<file path="src/rtl/mempool_tcdm_port_cut_if.sv">
// mempool_tcdm_port_cut_if: TCDM request/response port bundle between a core and the interconnect
interface mempool_tcdm_port_cut_if #(
  parameter int unsigned AddrWidth = 32,
  parameter int unsigned DataWidth = 32,
  parameter int unsigned IdWidth   = 5
);
  logic [AddrWidth-1:0]   qaddr;
  logic                   qwrite;
  logic [3:0]             qamo;
  logic [DataWidth-1:0]   qdata;
  logic [DataWidth/8-1:0] qstrb;
  logic [IdWidth-1:0]     qid;
  logic                   qvalid;
  logic                   qready;
  logic [DataWidth-1:0]   pdata;
  logic                   perror;
  logic [IdWidth-1:0]     pid;
  logic                   pvalid;
  logic                   pready;
  modport master (
    output qaddr, qwrite, qamo, qdata, qstrb, qid, qvalid, pready,
    input  qready, pdata, perror, pid, pvalid
  );
  modport slave (
    input  qaddr, qwrite, qamo, qdata, qstrb, qid, qvalid, pready,
    output qready, pdata, perror, pid, pvalid
  );
endinterface

</file>
<file path="src/rtl/mempool_tcdm_port_cut.sv">
// mempool_tcdm_port_cut: credit-limited TCDM port decoupler with configurable request/response register cuts
module mempool_tcdm_port_cut_spill #(
  parameter int unsigned Width = 1
) (
  input  logic             clk_i,
  input  logic             rst_ni,
  input  logic             valid_i,
  output logic             ready_o,
  input  logic [Width-1:0] data_i,
  output logic             valid_o,
  input  logic             ready_i,
  output logic [Width-1:0] data_o
);
  logic             a_full, b_full;
  logic [Width-1:0] a_data, b_data;
  logic             a_fill, a_drain, b_fill, b_drain;
  assign ready_o = !a_full || !b_full;
  assign valid_o = a_full || b_full;
  assign data_o  = b_full ? b_data : a_data;
  assign a_fill  = valid_i && ready_o;
  assign a_drain = a_full && !b_full;
  assign b_fill  = a_drain && !ready_i;
  assign b_drain = b_full && ready_i;
  // A captures the input; B catches A's entry when the output stalls, so ready never depends on ready_i
  always_ff @(posedge clk_i or negedge rst_ni)
    if (!rst_ni) begin
      a_full <= 1'b0;
      b_full <= 1'b0;
      a_data <= '0;
      b_data <= '0;
    end else begin
      a_full <= a_fill || (a_full && !a_drain);
      b_full <= b_fill || (b_full && !b_drain);
      a_data <= a_fill ? data_i : a_data;
      b_data <= b_fill ? a_data : b_data;
    end
endmodule

module mempool_tcdm_port_cut #(
  parameter  int unsigned AddrWidth      = 32,
  parameter  int unsigned DataWidth      = 32,
  parameter  int unsigned IdWidth        = 5,
  parameter  int unsigned NumReqCuts     = 1,
  parameter  int unsigned NumRespCuts    = 0,
  parameter  int unsigned MaxOutstanding = 8,
  localparam int unsigned CntW           = $clog2(MaxOutstanding + 1)
) (
  input  logic                    clk_i,
  input  logic                    rst_ni,
  input  logic                    clr_i,
  mempool_tcdm_port_cut_if.slave  core,
  mempool_tcdm_port_cut_if.master mem,
  output logic [CntW-1:0]         outstanding_o,
  output logic [31:0]             stall_cnt_o,
  output logic                    err_o
);
  localparam int unsigned ReqW = AddrWidth + 5 + DataWidth + DataWidth / 8 + IdWidth;
  localparam int unsigned RspW = DataWidth + 1 + IdWidth;
  localparam logic [CntW-1:0] MaxCnt = CntW'(MaxOutstanding);
  if (NumReqCuts > 3 || NumRespCuts > 3 || MaxOutstanding < 1 || DataWidth % 8 != 0) begin : g_bad_params
    $error("mempool_tcdm_port_cut: invalid parameter set");
  end
  logic [NumReqCuts:0]  req_valid, req_ready;
  logic [ReqW-1:0]      req_data [NumReqCuts+1];
  logic [NumRespCuts:0] rsp_valid, rsp_ready;
  logic [RspW-1:0]      rsp_data [NumRespCuts+1];
  logic                 credit_ok, req_hs, rsp_hs;
  assign credit_ok   = outstanding_o < MaxCnt;
  assign req_valid[0] = core.qvalid && credit_ok;
  assign core.qready  = req_ready[0] && credit_ok;
  assign req_data[0]  = {core.qaddr, core.qwrite, core.qamo, core.qdata, core.qstrb, core.qid};
  assign mem.qvalid   = req_valid[NumReqCuts];
  assign req_ready[NumReqCuts] = mem.qready;
  assign {mem.qaddr, mem.qwrite, mem.qamo, mem.qdata, mem.qstrb, mem.qid} = req_data[NumReqCuts];
  assign rsp_valid[0] = mem.pvalid;
  assign mem.pready   = rsp_ready[0];
  assign rsp_data[0]  = {mem.pdata, mem.perror, mem.pid};
  assign core.pvalid  = rsp_valid[NumRespCuts];
  assign rsp_ready[NumRespCuts] = core.pready;
  assign {core.pdata, core.perror, core.pid} = rsp_data[NumRespCuts];
  for (genvar i = 0; i < NumReqCuts; i++) begin : g_req_cut
    mempool_tcdm_port_cut_spill #(.Width(ReqW)) u_cut (
      .clk_i, .rst_ni,
      .valid_i(req_valid[i]), .ready_o(req_ready[i]), .data_i(req_data[i]),
      .valid_o(req_valid[i+1]), .ready_i(req_ready[i+1]), .data_o(req_data[i+1])
    );
  end
  for (genvar i = 0; i < NumRespCuts; i++) begin : g_rsp_cut
    mempool_tcdm_port_cut_spill #(.Width(RspW)) u_cut (
      .clk_i, .rst_ni,
      .valid_i(rsp_valid[i]), .ready_o(rsp_ready[i]), .data_i(rsp_data[i]),
      .valid_o(rsp_valid[i+1]), .ready_i(rsp_ready[i+1]), .data_o(rsp_data[i+1])
    );
  end
  assign req_hs = core.qvalid && core.qready;
  assign rsp_hs = core.pvalid && core.pready;
  // In-flight count: core-side handshakes only, never wraps below zero
  always_ff @(posedge clk_i or negedge rst_ni)
    if (!rst_ni) outstanding_o <= '0;
    else if (req_hs && !rsp_hs) outstanding_o <= outstanding_o + CntW'(1);
    else if (rsp_hs && !req_hs && outstanding_o != '0) outstanding_o <= outstanding_o - CntW'(1);
  // Saturating stall counter and sticky orphan-response flag; clear has priority
  always_ff @(posedge clk_i or negedge rst_ni)
    if (!rst_ni) begin
      stall_cnt_o <= '0;
      err_o       <= 1'b0;
    end else if (clr_i) begin
      stall_cnt_o <= '0;
      err_o       <= 1'b0;
    end else begin
      stall_cnt_o <= (core.qvalid && !core.qready && stall_cnt_o != '1) ? stall_cnt_o + 32'd1 : stall_cnt_o;
      err_o       <= err_o || (rsp_hs && outstanding_o == '0);
    end
endmodule

</file>
<file path="src/flat_wrapper.sv">
// flat-port wrapper written by rule: the top's interface ports become plain ports
module mempool_tcdm_port_cut_flat 
#(
  parameter  int unsigned AddrWidth      = 32,
  parameter  int unsigned DataWidth      = 32,
  parameter  int unsigned IdWidth        = 5,
  parameter  int unsigned NumReqCuts     = 1,
  parameter  int unsigned NumRespCuts    = 0,
  parameter  int unsigned MaxOutstanding = 8,
  localparam int unsigned CntW           = $clog2(MaxOutstanding + 1)
)
  (clk_i, rst_ni, clr_i, outstanding_o, stall_cnt_o, err_o, core_qaddr, core_qwrite, core_qamo, core_qdata, core_qstrb, core_qid, core_qvalid, core_pready, core_qready, core_pdata, core_perror, core_pid, core_pvalid, mem_qaddr, mem_qwrite, mem_qamo, mem_qdata, mem_qstrb, mem_qid, mem_qvalid, mem_pready, mem_qready, mem_pdata, mem_perror, mem_pid, mem_pvalid);
  mempool_tcdm_port_cut_if #(.AddrWidth(AddrWidth), .DataWidth(DataWidth), .IdWidth(IdWidth)) core_i ();
  mempool_tcdm_port_cut_if #(.AddrWidth(AddrWidth), .DataWidth(DataWidth), .IdWidth(IdWidth)) mem_i ();
  input  logic clk_i;
  input  logic rst_ni;
  input  logic clr_i;
  output logic [CntW-1:0] outstanding_o;
  output logic [31:0] stall_cnt_o;
  output logic err_o;
  input wire logic [$bits(core_i.qaddr)-1:0] core_qaddr;
  input wire logic [$bits(core_i.qwrite)-1:0] core_qwrite;
  input wire logic [$bits(core_i.qamo)-1:0] core_qamo;
  input wire logic [$bits(core_i.qdata)-1:0] core_qdata;
  input wire logic [$bits(core_i.qstrb)-1:0] core_qstrb;
  input wire logic [$bits(core_i.qid)-1:0] core_qid;
  input wire logic [$bits(core_i.qvalid)-1:0] core_qvalid;
  input wire logic [$bits(core_i.pready)-1:0] core_pready;
  output wire logic [$bits(core_i.qready)-1:0] core_qready;
  output wire logic [$bits(core_i.pdata)-1:0] core_pdata;
  output wire logic [$bits(core_i.perror)-1:0] core_perror;
  output wire logic [$bits(core_i.pid)-1:0] core_pid;
  output wire logic [$bits(core_i.pvalid)-1:0] core_pvalid;
  output wire logic [$bits(mem_i.qaddr)-1:0] mem_qaddr;
  output wire logic [$bits(mem_i.qwrite)-1:0] mem_qwrite;
  output wire logic [$bits(mem_i.qamo)-1:0] mem_qamo;
  output wire logic [$bits(mem_i.qdata)-1:0] mem_qdata;
  output wire logic [$bits(mem_i.qstrb)-1:0] mem_qstrb;
  output wire logic [$bits(mem_i.qid)-1:0] mem_qid;
  output wire logic [$bits(mem_i.qvalid)-1:0] mem_qvalid;
  output wire logic [$bits(mem_i.pready)-1:0] mem_pready;
  input wire logic [$bits(mem_i.qready)-1:0] mem_qready;
  input wire logic [$bits(mem_i.pdata)-1:0] mem_pdata;
  input wire logic [$bits(mem_i.perror)-1:0] mem_perror;
  input wire logic [$bits(mem_i.pid)-1:0] mem_pid;
  input wire logic [$bits(mem_i.pvalid)-1:0] mem_pvalid;
  assign core_i.qaddr = core_qaddr;
  assign core_i.qwrite = core_qwrite;
  assign core_i.qamo = core_qamo;
  assign core_i.qdata = core_qdata;
  assign core_i.qstrb = core_qstrb;
  assign core_i.qid = core_qid;
  assign core_i.qvalid = core_qvalid;
  assign core_i.pready = core_pready;
  assign core_qready = core_i.qready;
  assign core_pdata = core_i.pdata;
  assign core_perror = core_i.perror;
  assign core_pid = core_i.pid;
  assign core_pvalid = core_i.pvalid;
  assign mem_qaddr = mem_i.qaddr;
  assign mem_qwrite = mem_i.qwrite;
  assign mem_qamo = mem_i.qamo;
  assign mem_qdata = mem_i.qdata;
  assign mem_qstrb = mem_i.qstrb;
  assign mem_qid = mem_i.qid;
  assign mem_qvalid = mem_i.qvalid;
  assign mem_pready = mem_i.pready;
  assign mem_i.qready = mem_qready;
  assign mem_i.pdata = mem_pdata;
  assign mem_i.perror = mem_perror;
  assign mem_i.pid = mem_pid;
  assign mem_i.pvalid = mem_pvalid;
  mempool_tcdm_port_cut #(.AddrWidth(AddrWidth), .DataWidth(DataWidth), .IdWidth(IdWidth), .NumReqCuts(NumReqCuts), .NumRespCuts(NumRespCuts), .MaxOutstanding(MaxOutstanding)) u_core (.clk_i(clk_i), .rst_ni(rst_ni), .clr_i(clr_i), .core(core_i), .mem(mem_i), .outstanding_o(outstanding_o), .stall_cnt_o(stall_cnt_o), .err_o(err_o));
endmodule
</file>
<file path="config.mk">
export PLATFORM = sky130hd
export DESIGN_NAME = mempool_tcdm_port_cut_flat
export DESIGN_NICKNAME = d
export VERILOG_FILES = /design/src/rtl/mempool_tcdm_port_cut_if.sv /design/src/rtl/mempool_tcdm_port_cut.sv /design/src/flat_wrapper.sv
export SDC_FILE = /design/constraint.sdc
export NUM_CORES = 1
export LEC_CHECK = 0
export CAP_MARGIN = 40
export CORE_ASPECT_RATIO = 0.8
export CORE_MARGIN = 3
export CORE_UTILIZATION = 51
export DETAILED_ROUTE_END_ITERATION = 7
export HOLD_SLACK_MARGIN = 0.08
export PLACE_DENSITY = 0.9
export SYNTH_ARGS = -nofsm -noshare
export SYNTH_HDL_FRONTEND = slang
export SYNTH_SLANG_ARGS = --single-unit
</file>
<file path="constraint.sdc">
create_clock -name clk_i -period 4.4 [get_ports clk_i]
set_input_delay 1.1 -clock clk_i [delete_from_list [all_inputs] [get_ports clk_i]]
set_output_delay 1.1 -clock clk_i [all_outputs]
set_load 0.05 [all_outputs]
</file>
### Word level (Yosys, flattened, before mapping)

Index checks and enable logic that the tools add are counted.

| cells by class | value |
|---|---|
| order comparisons | 1 |
| shift operators | 0 |
| muxes and demuxes | 6 |
| bitwise logic cells | 0 |
| div/mod/pow operators | 0 |
| reductions and logical operators | 33 |
| $add $sub $neg | 3 |
| multiply operators | 0 |
| eq/ne operators | 1 |

Operator list:

| operator | number |
|---|---|
| 78-bit 2-to-1 mux | 1 |
| 32-bit 2-to-1 mux | 2 |
| 32-bit by 1-bit adder with 32-bit output, second input constant | 1 |
| 32-bit != test, second input constant | 1 |
| 1-bit logical AND | 16 |
| 1-bit zero test | 8 |
| 4-bit 2-to-1 mux | 2 |
| 1-bit logical OR | 5 |
| 4-bit by 1-bit adder with 4-bit output, second input constant | 1 |
| 4-bit zero test | 1 |
| 4-bit < comparator, second input constant | 1 |
| 2-bit nonzero test | 2 |
| 4-bit nonzero test | 1 |
| 4-bit by 1-bit subtractor with 4-bit output, second input constant | 1 |
| 1-bit 2-to-1 mux | 1 |

| storage, ports and cells | value |
|---|---|
| output and inout bits | 157 |
| memories kept | 0 |
| register bits after elaboration | 195 |
| latch bits | 0 |
| ROM bits | 0 |
| logic and storage cells | 51 |
| memory bits (writable) | 0 |

### Logic depth before layout (Yosys ltp)

| logic depth | value |
|---|---|
| depth after elaboration | 9 |
| gate-level depth with buffers | 10 |
| depth with buffers taken out | 8 |

### By module

From an unflattened synthesis, not the netlist that was laid out.

| second synthesis, totals | value |
|---|---|
| cell total of the unflattened synthesis | 717 |
| area total of the unflattened synthesis | 9,582.9 µm² |

Modules (own cells, without submodules):

| module | area an instance (µm²) | sequential area each (µm²) | cells an instance | instances |
|---|---|---|---|---|
| mempool_tcdm_port_cut_spill | 6,787.8 | 3,953.8 | 423 | 1 |
| mempool_tcdm_port_cut | 2,795.2 | 925.9 | 294 | 1 |

### Worst setup path before layout

OpenSTA, ideal clock, no wires.

| timing path | value |
|---|---|
| path type | flip-flop to flip-flop |
| from | register u_core.outstanding_o[3] |
| to | register u_core.outstanding_o[3] |
| path slack | 1,219 ps |
| cell stages (with the launch flop) | 10 |
| arrival time | 3,022 ps |
| clock period less this slack | 3,181 ps |
| cell sequence | dfrtp_1 > a21oi_1 > and2_1 > clkbuf_1 > nand2_1 > ha_1 > a21o_1 > a21o_1 > o21ai_0 > o311ai_0 |

| on the way | value |
|---|---|
| longest elaborated chain between the ends | 7 |

RTL lines:

| item | line | text |
|---|---|---|
| start: declaration | mempool_tcdm_port_cut.sv:53 | `output logic [CntW-1:0] outstanding_o,` |
| start signal: assignment | mempool_tcdm_port_cut.sv:100 | `else if (req_hs && !rsp_hs) outstanding_o <= outstanding_o + CntW'(1);` |
| start signal: assignment | mempool_tcdm_port_cut.sv:101 | `else if (rsp_hs && !req_hs && outstanding_o != '0) outstanding_o <= outstanding_o - CntW'(1);` |
| 4-bit < comparator * | mempool_tcdm_port_cut.sv:68 | `assign credit_ok = outstanding_o < MaxCnt;` |
| 1-bit logical AND * | mempool_tcdm_port_cut.sv:70 | `assign core.qready = req_ready[0] && credit_ok;` |
| net core_qready | flat_wrapper.sv:29 | `output wire logic [$bits(core_i.qready)-1:0] core_qready;` |
| 1-bit logical AND * | mempool_tcdm_port_cut.sv:95 | `assign req_hs = core.qvalid && core.qready;` |
| 1-bit zero test | mempool_tcdm_port_cut.sv:101 |  |
| 1-bit logical AND (2 in a row) | mempool_tcdm_port_cut.sv:101 |  |
| 2-bit nonzero test (no line) | - |  |

Mark *: on every way through the listed nets, which the timed path passes. The rest lies on a longest branch. The select of a mux whose other input is x is not followed.
A chain may end at the register's enable or synchronous reset.

### Worst setup path after layout

| timing path | value |
|---|---|
| from | register u_core.g_req_cut[0].u_cut.b_full |
| to | output port mem_qaddr[9] |

| on the way | value |
|---|---|
| longest elaborated chain between the ends | 1 |

RTL lines:

| item | line | text |
|---|---|---|
| start: declaration | mempool_tcdm_port_cut.sv:14 | `logic a_full, b_full;` |
| start signal: assignment | mempool_tcdm_port_cut.sv:33 | `b_full <= b_fill \|\| (b_full && !b_drain);` |
| 78-bit 2-to-1 mux | mempool_tcdm_port_cut.sv:19 | `assign data_o = b_full ? b_data : a_data;` |
| end: declaration | flat_wrapper.sv:34 | `output wire logic [$bits(mem_i.qaddr)-1:0] mem_qaddr;` |

Every way passes these cells.

==> results.toml <==
[synth]
synthAdderAreaFrac = 0.00628
synth_nets = 824
yosys.area_share.simple = 0.0726
synth-xor-area-share = 0.00382
synth_compound_area_frac = 0.0401
synth_top_family_by_area = "multiplexers"
synthCells = 697
yosys_warnings = 0
synth_mux_area_frac = 0.295
synth_edf_count = 0
synthTopCellsByArea = "dfrtp_1 (53%), mux2_2 (29%), buf_4 (3.3%)"
syn-cell-area_um2 = 9160
synthArstFlopShare = 1.00
synth_top_area_cell = "dfrtp_1"
synth_top_area_frac = 0.532
synth_area_per_cell_um2 = 13.1
synth_seq_area_share = 0.532
synth-main-ff-cell = "dfrtp_1"
synth_cell_types = 41
ys_ff_latch = 195

[timing]
fmax_mhz = 258
skew_ns = 0.0126
final.setup.worst_slack_ns = 0.530
slew_viol_final = 0
slew_headroom = 0.449
rsz0062_at_grt = "no"
worst_slew_pin_slew_ns = 0.826
holdWs_ns = 0.506
hold_viol = 0
setup_tns_ns = 0
post-route-period-util = 0.879
finalSetupViolCount = 0
period_minus_slack_ns = 3.87

[route]
num_vias = 6099
drc = 0
drt_first_pass_iters = 4
drtAntennaViolNets = 0
via_per_inst = 5.59
drtIter0Drc = 403
wirelength_mm = 19.9
routedWlPerCell_um = 18.2

[die]
coreArea_um2 = 17500
start_util = 0.524
fp-row-count = 43
dieArea_um2 = 19600
dieHeight_um = 126
io_pins = 280
die_w_um = 156

[worst_setup_path]
path_max_fanout = 59
crit_path_end_kind = "output pin"
worstPathArrival_ns = 2.77
critPathRequiredTime_ns = 3.30
start_kind = "register"
critPathKind = "reg -> out"

[clock_tree]
cts_tree = "built"
htree_levels = 4
clock-sinks = 195
clk_latency_ns = 0.43
clk_pin_slew_ns = 0.07
cts_resized = 0
cts_hold_buf = 0
cts_buffers = 17
postCtsSetupBuffers = 0
cts_root_buffer = "clkbuf_16"
clockBufferDepth = 2

[layout]
nNetsFinal = 981
final_util = 0.677
seqCellArea_um2 = 4880
final_common_cell = "mux2_2"
multi_input_area_um2 = 3840
antenna_cells = 0
drive_above_1_share = 0.340
fill_cells = 1201
final_cell_mix = "mux2_2 (240), clkdlybuf4s50_1 (202), dfrtp_1 (194)"
area_delta_synth_final_pct = 29.1

[power_and_ir_drop]
max-vdd-ir-drop_mv = 0.590
p_leak_uw = 0.00471
power.total_uw = 9520
power.density_nw_per_um2 = 804

[min_path]
hold_path_class = "reg -> reg"

[grt]
gr-usage-all-layers = 0.208
grtUsageMet2 = 0.328
busiest_layer = "met2"
grt_pass1_vias = 6335
grt_pass1_wl_mm = 33.1
use_met1 = 0.270
grt_max_degree = 89
grt.overflow.total = 0
met3_usage = 0.0831
grt_antenna_before_repair = 1

[status]
status = "complete, no violations"

[placement]
dpl_worst_slack_ns = 0.893
post-dp-hpwl_mm = 13.6
gp_congestion = 0.823
port_buffers = 203

[run]
maxCapViolCount = 0
[report_power, final]
part,total (uW),switching (uW),internal [uW]
sequential,3110,543,2560
clock,1680,729,946
combinational,4740,2670,2060
total,9520,3940,5570
[cells by family after synthesis]
group                      after synthesis
AOI/OAI and AO/OA                       60
xor gates and xnor gates                 4
adders and majority gates                4
buffers and inverters                   80
DFF                                    195
muxes                                  240
and+or+nand+nor                        114
[critical path, cell delays in order, from the launching register on]
cell,delay (ns)
dfrtp_4,0.94
buf_12,0.27
mux2_2,0.36
clkdlybuf4s50_1,0.70
[state kept, by name, indices dropped and copies added, names as in the netlist]
name and flops:
u_core.g_req_cut.u_cut.a_data 78, u_core.g_req_cut.u_cut.b_data 78, u_core.stall_cnt_o 32, u_core.outstanding_o 4, u_core.g_req_cut.u_cut.a_full 1, u_core.err_o 1, u_core.g_req_cut.u_cut.b_full 1
[final timing paths]
check	from	endpoint	slack [ns]	depth (start not counted)
max	u_core.g_req_cut[0].u_cut.b_full	mem_qaddr[9]	0.53	3
min	u_core.g_req_cut[0].u_cut.b_data[56]	u_core.g_req_cut[0].u_cut.b_data[56]	0.51	1
max reg2reg	u_core.g_req_cut[0].u_cut.b_full	u_core.stall_cnt_o[24]	1.22	5
min reg2reg	u_core.g_req_cut[0].u_cut.b_data[56]	u_core.g_req_cut[0].u_cut.b_data[56]	0.51	1
max in group asynchronous	rst_ni	u_core.g_req_cut[0].u_cut.b_data[48]	2.73	3
min in group asynchronous	rst_ni	u_core.g_req_cut[0].u_cut.a_data[74]	0.54	1
[through the flow]
step,cell area (um2),cells
after CTS,11800,1092
after detailed placement,11200,1060
final,11800,1092
after global routing,11800,1092
after global placement,11100,1058
after floorplan,9160,697
[synthesized netlist by cell type (all sizes together) (4+ instances only)]
library cell	instances
nand3	14
nor3	4
or4	17
dfrtp	195
mux2	240
nor2b	7
nor4	6
nand2	18
a21oi	24
clkbuf	23
o31ai	15
o21ai	11
nand4	8
nor2	15
buf	54
or3	13
[metal layers]
metal	wire (um)	part of all wire	vias up
li1	-	-	2831
met1	8450	0.42	3024
met2	9370	0.47	216
met3	1800	0.090	26
met4	284	0.014	2
met5	13	0.00065	-
[cell type report]
class | count | area share
Clock inverter | 13 | 0.0160
Multi-Input combinational cell | 422 | 0.324
Inverter | 3 | 0.000952
Sequential cell | 195 | 0.413
Timing Repair Buffer | 215 | 0.184
Clock buffer | 19 | 0.0383
Tap cell | 225 | 0.0238
(Power assumes the default switching activity.)
